--- config.mk ---
export PLATFORM = sky130hd
export DESIGN_NAME = sram_bus_arbiter
export DESIGN_NICKNAME = d
export VERILOG_FILES = /design/src/rtl/bus_pkg.sv /design/src/rtl/arb_prio_streak.sv /design/src/rtl/sram_bus_arbiter.sv
export SDC_FILE = /design/constraint.sdc
export NUM_CORES = 1
export LEC_CHECK = 0
export ABC_AREA = 1
export BUFFER_PORTS_ARGS = -buffer_cell sky130_fd_sc_hd__buf_2
export CORE_ASPECT_RATIO = 1.4
export CORE_MARGIN = 8
export CORE_UTILIZATION = 35
export CTS_CLUSTER_DIAMETER = 150
export DETAILED_ROUTE_END_ITERATION = 12
export PLACE_DENSITY_LB_ADDON = 0.08
export SKIP_CTS_REPAIR_TIMING = 1
export SLEW_MARGIN = 40
export SYNTH_ARGS = -nofsm -noshare
export SYNTH_HDL_FRONTEND = slang
export SYNTH_SLANG_ARGS = --single-unit
--- constraint.sdc ---
create_clock -name clock -period 1.4 [get_ports clock]
set_clock_uncertainty 0.05 [all_clocks]
set_input_delay 0.21 -clock clock [delete_from_list [all_inputs] [get_ports clock]]
set_output_delay 0.21 -clock clock [all_outputs]
set_load 0.02 [all_outputs]
--- src/rtl/bus_pkg.sv ---
// Shared types and constants for the SRAM-style bus arbiter.
package bus_pkg;

  localparam int WMASK_W = 4;

  typedef enum logic {
    OWN_I = 1'b0,
    OWN_D = 1'b1
  } owner_t;

  typedef enum logic [1:0] {
    IDLE = 2'd0,
    REQ  = 2'd1,
    RESP = 2'd2
  } state_t;

endpackage

--- src/rtl/arb_prio_streak.sv ---
// Fixed-priority arbiter (store > load > fetch) with an anti-starvation
// streak counter that hands the channel to a waiting fetch after
// MAX_D_STREAK consecutive data grants.
module arb_prio_streak #(
  parameter int MAX_D_STREAK = 4
) (
  input  logic clock,
  input  logic reset,
  input  logic idle,
  input  logic i_rd_en,
  input  logic d_rd_en,
  input  logic d_wr_en,
  output logic grant_i,
  output logic grant_d
);

  localparam logic [3:0] STREAK_MAX = 4'(MAX_D_STREAK);

  logic [3:0] streak;
  logic       fetch_override;

  assign fetch_override = i_rd_en && (streak == STREAK_MAX);

  // Grant decision, only meaningful while the FSM sits in IDLE.
  always_comb begin
    // NOTE: defaults first so every path assigns both outputs; no latch.
    grant_i = 1'b0;
    grant_d = 1'b0;
    if (idle) begin
      if (fetch_override)          grant_i = 1'b1;
      else if (d_wr_en || d_rd_en) grant_d = 1'b1;
      else if (i_rd_en)            grant_i = 1'b1;
    end
  end

  // Count consecutive data grants while a fetch is waiting.
  always_ff @(posedge clock) begin
    if (reset) begin
      streak <= '0;
    end else if (grant_i || (idle && !i_rd_en)) begin
      streak <= '0;
    end else if (grant_d && i_rd_en && (streak != STREAK_MAX)) begin
      // NOTE: non-blocking for all state so every flop samples pre-edge values.
      streak <= streak + 4'd1;
    end
  end

endmodule

--- src/rtl/sram_bus_arbiter.sv ---
// Shares one single-port memory channel between the instruction fetch port
// and the data load/store port; one transaction outstanding at a time.
module sram_bus_arbiter
  import bus_pkg::*;
#(
  parameter int ADDR_W       = 32,
  parameter int DATA_W       = 32,
  parameter int MAX_D_STREAK = 4
) (
  input  logic               clock,
  input  logic               reset,
  input  logic               i_rd_en,
  input  logic [ADDR_W-1:0]  i_rd_addr,
  output logic               i_rd_ready,
  output logic               i_rd_valid,
  output logic [DATA_W-1:0]  i_rd_data,
  input  logic               i_cancel_rd,
  input  logic               d_rd_en,
  input  logic [ADDR_W-1:0]  d_rd_addr,
  output logic               d_rd_ready,
  output logic               d_rd_valid,
  output logic [DATA_W-1:0]  d_rd_data,
  input  logic               d_wr_en,
  input  logic [ADDR_W-1:0]  d_wr_addr,
  input  logic [DATA_W-1:0]  d_wr_data,
  input  logic [WMASK_W-1:0] d_wr_mask,
  output logic               d_wr_busy,
  output logic               mem_req,
  output logic               mem_we,
  output logic [ADDR_W-1:0]  mem_addr,
  output logic [DATA_W-1:0]  mem_wdata,
  output logic [WMASK_W-1:0] mem_wmask,
  input  logic               mem_gnt,
  input  logic               mem_rvalid,
  input  logic [DATA_W-1:0]  mem_rdata
);

  state_t              state;
  owner_t              owner;
  logic                we_q;
  logic [ADDR_W-1:0]   addr_q;
  logic [DATA_W-1:0]   wdata_q;
  logic [WMASK_W-1:0]  mask_q;
  logic                cancel_flag;

  logic idle;
  logic grant_i;
  logic grant_d;
  logic resp_fire;
  logic fetch_cancel;

  // Gating with reset keeps ready pulses and responses silent during reset.
  assign idle      = (state == IDLE) && !reset;
  assign resp_fire = (state == RESP) && mem_rvalid && !reset;

  arb_prio_streak #(
    .MAX_D_STREAK (MAX_D_STREAK)
  ) u_arb (
    .clock   (clock),
    .reset   (reset),
    .idle    (idle),
    .i_rd_en (i_rd_en),
    .d_rd_en (d_rd_en),
    .d_wr_en (d_wr_en),
    .grant_i (grant_i),
    .grant_d (grant_d)
  );

  // A store takes precedence over a load inside grant_d.
  assign i_rd_ready = grant_i;
  assign d_rd_ready = grant_d && !d_wr_en;
  assign d_wr_busy  = d_wr_en && !grant_d;

  assign mem_req   = (state == REQ);
  assign mem_we    = mem_req && we_q;
  assign mem_addr  = addr_q;
  assign mem_wdata = wdata_q;
  assign mem_wmask = mask_q;

  // Cancel counts for a fetch being accepted now or already in flight.
  assign fetch_cancel = i_cancel_rd &&
                        (grant_i || ((state != IDLE) && (owner == OWN_I)));

  // Zero-cycle pass-through of the read response to its owner.
  assign i_rd_valid = resp_fire && (owner == OWN_I) && !cancel_flag && !i_cancel_rd;
  assign d_rd_valid = resp_fire && (owner == OWN_D);
  assign i_rd_data  = i_rd_valid ? mem_rdata : '0;
  assign d_rd_data  = d_rd_valid ? mem_rdata : '0;

  // Transaction FSM and request latch.
  always_ff @(posedge clock) begin
    if (reset) begin
      state       <= IDLE;
      owner       <= OWN_I;
      we_q        <= 1'b0;
      // NOTE: datapath latches are reset too so the bus reads 0 out of reset.
      addr_q      <= '0;
      wdata_q     <= '0;
      mask_q      <= '0;
      cancel_flag <= 1'b0;
    end else begin
      case (state)
        IDLE: begin
          cancel_flag <= 1'b0;
          if (grant_i) begin
            state       <= REQ;
            owner       <= OWN_I;
            we_q        <= 1'b0;
            addr_q      <= i_rd_addr;
            wdata_q     <= '0;
            mask_q      <= '0;
            cancel_flag <= i_cancel_rd;
          end else if (grant_d) begin
            state   <= REQ;
            owner   <= OWN_D;
            we_q    <= d_wr_en;
            addr_q  <= d_wr_en ? d_wr_addr : d_rd_addr;
            wdata_q <= d_wr_en ? d_wr_data : '0;
            mask_q  <= d_wr_en ? d_wr_mask : '0;
          end
        end
        REQ: begin
          if (fetch_cancel) cancel_flag <= 1'b1;
          if (mem_gnt) state <= we_q ? IDLE : RESP;
        end
        RESP: begin
          if (fetch_cancel) cancel_flag <= 1'b1;
          if (mem_rvalid) state <= IDLE;
        end
        default: state <= IDLE;
      endcase
    end
  end

endmodule

==> results of run 1 <==
[layout by cell type (no fill, tap or decap), types with 4 or more instances in the layout]
cell type and n:
a21oi_1 24, a21oi_2 19, buf_12 18, buf_2 239, buf_4 62, buf_6 56
buf_8 7, clkbuf_16 16, dfxtp_1 73, inv_1 43, inv_4 6, nand2_1 238
nand2_2 5, nand3_1 23, nand3_2 14, nand3_4 6, nor2_1 44, nor2_2 17
nor2_4 74, o21ai_0 11, o21ai_1 20, o21ai_2 4
[flip-flops by register name (all words and copies together), names as in the netlist]
name          count
cancel_flag       1
mem_addr         32
mem_wdata        32
mem_wmask         4
owner             1
state             2
u_arb.streak      4
we_q              1
[power by group through the flow]
stage / clock network, W / logic, W / registers [W]
final: 0.00257 / 0.00433 / 0.00277
after global routing: 0.00271 / 0.00465 / 0.00281
after CTS: 0.00262 / 0.00320 / 0.00276
after detailed placement: 0 / 0.00318 / 0.00280
after global placement: 0 / 0.00318 / 0.00279
after floorplan: 0 / 0.00157 / 0.00319
[layer usage]
| layer | track usage | vias up | wire length (um) |
|---|---|---|---|
| met3 | 0.0731 | 37 | 1550 |
| li1 | - | 2865 | - |
| met5 | 0 | - | 0 |
| met2 | 0.369 | 206 | 10000 |
| met1 | 0.208 | 2460 | 6670 |
| met4 | 0.0641 | 0 | 524 |
[kinds of logic (layout without fill, tap and decap cells)]
kind of cell / count (synthesis) / count (layout) / share of synthesized area
AO/OA/AOI/OAI: 81 / 81 / 0.0990
XOR/XNOR: 2 / 2 / 0.00421
adder cells (fa/ha/maj): 5 / 5 / 0.0150
buffers and inverters: 99 / 463 / 0.107
flip-flops: 77 / 77 / 0.371
other: 0 / 2 / 0
AND/OR/NAND/NOR: 428 / 429 / 0.404
[area by class of cell]
type,instances,area [sq um]
multi-input cells,517,3120
clock inverters,6,93.8
repair buffers,389,2930
clock buffers,10,239
diodes,2,5.00
fillers,994,3290
well taps,147,184
repair inverters,4,42.5
inverters,54,248
flip-flops and latches,77,1550
[final timing paths]
kind / slack [ns] / from / endpoint / cells past startpoint
hold / removal: -0.003 / reset / cancel_flag$_SDFFE_PP0P_ / 2
hold reg to reg: 0.41 / mem_wdata[24]$_SDFFE_PP0P_ / mem_wdata[24]$_SDFFE_PP0P_ / 2
setup / recovery: -0.52 / state[1]$_SDFFE_PP0P_ / i_rd_data[0] / 8
setup reg to reg: -0.43 / state[1]$_SDFFE_PP0P_ / mem_addr[23]$_SDFFE_PP0P_ / 12
[critical path, cell delays in order, from the launching register on]
cell and delay [ns]:
dfxtp_4 0.36, buf_12 0.10, ha_4 0.14, nand3_4 0.10, nor2_4 0.15, inv_4 0.08, buf_12 0.16, nor2_2 0.09
buf_4 0.15
[metrics by stage]
| step | hold slack [ns] | setup TNS [ns] | cell area, sq um |
|---|---|---|---|
| 3_5_place_dp | 0.339 | -25.00 | 6780 |
| 4_1_cts | -0.0127 | -51.17 | 7110 |
| 5_1_grt | 0.00272 | -65.27 | 8420 |
| 3_3_place_gp | 0.336 | -21.97 | 6780 |
| 2_1_floorplan | 0.229 | -9.01 | 4900 |
| 6_report | -0.00329 | -55.91 | 8420 |
==> results.py, run 1 <==
metrics = {
    "outcome": {
        "status": "complete, but fails checks",
        "violations": "hold timing, setup timing",
    },
    "final_layout": {
        "fin_util": 0.719,
        "syn2layout_area_growth_pct": 102,
        "final_nets": 1229,
        "fin_cells": 1206,
        "drive_gt1_frac": 0.544,
    },
    "synth": {
        "yosysSeqAreaShare": 0.371,
        "yosysTopAreaCell": "dfxtp_1",
        "synth_area_leaders": "dfxtp_1, nand2_1, nor2_1",
        "avgSynthCellArea_sq_um": 6.01,
        "yosysWarnings": 0,
        "synth_nets": 869,
        "synthMostInstantiatedCell": "nand2_1",
        "synth-edff-count": 0,
        "syn_inst": 692,
        "synth_seq_cells": 77,
        "yosys_most_used_dff": "dfxtp_1",
        "synthArstFlopShare": 0,
        "synthTopCellsByCount": "nand2_1, nor2_1, dfxtp_1",
        "synth_top_area_share": 0.371,
        "syn_area_sq_um": 4160,
        "ys_types": 26,
    },
    "cts": {
        "cts_max_level": 3,
        "numCtsBuffers": 9,
        "cts_sinks": 77,
        "clock_latency_ns": 0.33,
        "clkSlewWorstSetupHoldPaths_ns": 0.06,
        "cts_tree": "done",
        "clockBufferDepth": 2,
        "cts_root_buf": "clkbuf_16",
    },
    "worst_hold_path": {
        "hold_class": "input port to flop",
    },
    "detailed_routing": {
        "detail_route.first_pass.iterations": 4,
        "drt_drc_violations_left": 0,
        "vias_per_cell": 4.62,
        "wl_um": 18800,
        "routedWlPerCell_um": 15.6,
        "drt_iter0_drc": 196,
        "vias": 5568,
        "ant_nets": 0,
    },
    "global_route": {
        "antenna_found_initial": 2,
        "grt_pass1_vias": 5218,
        "grt_remaining_overflow": 0,
        "grt_use_total": 0.204,
        "grt_pass1_wl_um": 26200,
        "grt_max_degree": 39,
    },
    "die": {
        "core_area_sq_um": 11700,
        "fp.dieArea_sq_um": 15700,
        "rows": 47,
        "die_h_um": 145,
        "initial_core_util": 0.355,
        "dieWidth_um": 108,
        "io_pins": 311,
    },
    "worst_setup_path": {
        "start_kind": "flop",
        "endpoint_kind": "output pin",
        "path_class": "flop to output pin",
        "required_ns": 1.14,
        "cp_max_fo": 9,
        "arrival_ns": 1.66,
    },
    "sta": {
        "min_period_ns": 1.92,
        "fin_crit_sh": 1.37,
        "setup_viol": 148,
        "slew_viol_final": 0,
        "finalHoldViolations": 1,
        "max_slew_margin": 0.758,
        "setup_slack_ns": -0.516,
        "fmax_ghz": 0.522,
        "worstMarginPinSlew_ns": 0.363,
        "rsz0062_at_grt": "true",
        "holdWs_ns": -0.00329,
    },
    "power": {
        "p_int_w": 0.00608,
        "pwr-share-comb": 0.447,
        "p_sw_frac": 0.371,
        "p_leak_nw": 4.20,
        "switchingPower_w": 0.00359,
        "clkPwrFrac": 0.266,
        "pwr_density_cell_nw_per_um2": 1150,
        "seq_power_share": 0.287,
        "ir_drop_mv": 0.763,
        "total_power_w": 0.00967,
    },
    "job": {
        "drv_cap": 0,
    },
    "place": {
        "gp_congestion": 0.798,
        "port_buffers": 310,
        "place_inst": 1153,
        "dpl_worst_slack_ns": -0.303,
        "dp_hpwl_um": 13200,
    },
}
Power figures use the tool's default switching activity.
==> inputs of run 2 (changes only) <==
--- a/config.mk
+++ b/config.mk
@@ -13,8 +13,10 @@
 export CTS_CLUSTER_DIAMETER = 150
 export DETAILED_ROUTE_END_ITERATION = 12
 export PLACE_DENSITY_LB_ADDON = 0.08
+export RECOVER_POWER = 50
 export SKIP_CTS_REPAIR_TIMING = 1
 export SLEW_MARGIN = 40
 export SYNTH_ARGS = -nofsm -noshare
 export SYNTH_HDL_FRONTEND = slang
+export SYNTH_HIERARCHICAL = 1
 export SYNTH_SLANG_ARGS = --single-unit
==> results.py, run 2 <==
metrics = {
    "sta": {
        "min_period_ns": 2.03,
        "slew_viol_final": 0,
        "setup_viol": 143,
        "fmax_ghz": 0.492,
        "rsz0062_at_grt": "true",
        "max_slew_margin": 0.727,
        "worstMarginPinSlew_ns": 0.410,
        "fin_crit_sh": 1.45,
        "setup_slack_ns": -0.634,
        "finalHoldViolations": 0,
    },
    "worst_setup_path": {
        "start_kind": "flop",
        "endpoint_kind": "output pin",
        "cp_max_fo": 7,
        "arrival_ns": 1.77,
        "required_ns": 1.14,
        "path_class": "flop to output pin",
    },
    "synth": {
        "yosysTopAreaCell": "dfxtp_1",
        "synth-edff-count": 0,
        "yosysWarnings": 6,
        "synth_area_leaders": "dfxtp_1, nand2_1, nor2_1",
        "synthTopCellsByCount": "nand2_1, nor2_1, dfxtp_1",
        "synth_top_area_share": 0.366,
        "yosys_most_used_dff": "dfxtp_1",
        "synthMostInstantiatedCell": "nand2_1",
        "yosysSeqAreaShare": 0.366,
        "avgSynthCellArea_sq_um": 6.20,
        "syn_inst": 679,
        "synth_seq_cells": 77,
        "synth_nets": 856,
        "syn_area_sq_um": 4210,
        "synthArstFlopShare": 0,
        "ys_types": 25,
    },
    "power": {
        "p_sw_frac": 0.398,
        "pwr_density_cell_nw_per_um2": 1200,
        "p_leak_nw": 3.91,
        "switchingPower_w": 0.00419,
        "seq_power_share": 0.274,
        "pwr-share-comb": 0.496,
        "p_int_w": 0.00633,
        "ir_drop_mv": 1.01,
        "clkPwrFrac": 0.230,
    },
    "cts": {
        "cts_max_level": 3,
        "numCtsBuffers": 9,
        "clkSlewWorstSetupHoldPaths_ns": 0.07,
        "clock_latency_ns": 0.33,
        "clockBufferDepth": 2,
        "cts_sinks": 77,
        "cts_root_buf": "clkbuf_16",
        "cts_tree": "done",
    },
    "detailed_routing": {
        "vias": 5794,
        "drt_drc_violations_left": 0,
        "detail_route.first_pass.iterations": 6,
        "wl_met1_um": 7310,
        "routedWlPerCell_um": 17.8,
        "highest_layer": "met4",
        "wl_met3_um": 1640,
        "drt_iter0_drc": 156,
        "wl_um": 21100,
        "wl_met2_um": 11300,
        "ant_nets": 0,
        "vias_per_cell": 4.86,
    },
    "final_layout": {
        "fin_area_sq_um": 8760,
        "multi_input_area_sq_um": 3320,
        "final_cell_mix": "buf_2, nand2_1, nor2_4",
        "final_common_cell": "buf_2",
        "seqCellArea_sq_um": 1550,
        "fin_util": 0.745,
        "drive_gt1_frac": 0.555,
        "nFillCells": 936,
        "final_nets": 1214,
        "syn2layout_area_growth_pct": 108,
    },
    "global_route": {
        "grt_pass1_vias": 5219,
        "grt_remaining_overflow": 0,
        "grt_pass1_wl_um": 26600,
        "grt_use_total": 0.208,
        "antenna_found_initial": 2,
        "grt_max_degree": 45,
    },
    "die": {
        "rows": 47,
        "fp.dieArea_sq_um": 15900,
        "initial_core_util": 0.358,
        "core_area_sq_um": 11800,
        "io_pins": 311,
        "dieWidth_um": 109,
        "die_h_um": 146,
    },
    "job": {
        "drv_cap": 0,
    },
    "outcome": {
        "status": "complete, but fails checks",
        "violations": "setup timing",
    },
    "place": {
        "dp_hpwl_um": 13500,
        "port_buffers": 310,
        "dpl-instance-area_sq_um": 6710,
        "gp_congestion": 0.828,
    },
    "worst_hold_path": {
        "hold_class": "input port to flop",
    },
}
run 2: cell types whose count changed after synthesis, moves of 6 or more:
cell and change:
a21oi_1 +29, buf_4 +10, nand2_1 -56, nor2_1 -6, nor2_2 +13
run 2: cell type report:
class                   instances  area share
diodes                          2    0.000572
inverters                      57      0.0266
repair buffers                394       0.361
multi-input cells             498       0.379
clock buffers                   9      0.0257
clock inverters                 7     0.00943
well taps                     147      0.0210
flip-flops and latches         77       0.177
run 2: worst max-delay path: stages, from the launching register on:
cell       delay (ns)
dfxtp_2          0.32
inv_2            0.07
buf_6            0.10
ha_4             0.13
nand3_2          0.05
or2_4            0.31
clkbuf_16        0.20
nor2_4           0.12
buf_6            0.12
run 2: final timing paths:
kind                           endpoint  depth (start not counted)  slack [ns]                  startpoint
max                        i_rd_data[4]                          8       -0.63       state[0]$_SDFFE_PP0P_
min           mem_wdata[0]$_SDFFE_PP0P_                          3        0.07                d_wr_data[0]
max reg2reg    mem_addr[3]$_SDFFE_PP0P_                         15       -0.57       state[1]$_SDFFE_PP0P_
min reg2reg  mem_wdata[13]$_SDFFE_PP0P_                          2        0.41  mem_wdata[13]$_SDFFE_PP0P_
run 2: through the flow:
step           setup slack [ns]  TNS (ns)  total power, W  hold slack, ns  instances
6_report                 -0.634    -73.33          0.0105          0.0690       1191
5_1_grt                  -0.703    -84.92          0.0111          0.0658       1191
4_1_cts                  -0.728    -75.83         0.00891          0.0674       1153
3_5_place_dp             -0.454    -48.81         0.00646           0.402       1137
3_3_place_gp             -0.394    -44.64         0.00645           0.396       1137
2_1_floorplan            -0.509    -41.74         0.00522           0.320        679
run 2: metal layers:
| metal | vias to the layer above | global-route usage |
|---|---|---|
| met5 | - | 0 |
| met4 | 0 | 0.0825 |
| met3 | 55 | 0.0567 |
| met2 | 240 | 0.369 |
| met1 | 2643 | 0.224 |
| li1 | 2856 | - |
run 2: logic make-up after synthesis:
group,synth area share
flops,0.366
xor+xnor,0.00208
fa+ha+maj,0.0149
simple gates,0.370
compound gates,0.136
buf+inv,0.111
run 2: power by group through the flow:
stage | Sequential (W) | Clock, W | Combinational [W]
after global routing | 0.00294 | 0.00258 | 0.00557
after detailed placement | 0.00291 | 0 | 0.00356
after floorplan | 0.00341 | 0 | 0.00181
after global placement | 0.00290 | 0 | 0.00355
after CTS | 0.00287 | 0.00248 | 0.00357
final | 0.00289 | 0.00242 | 0.00522
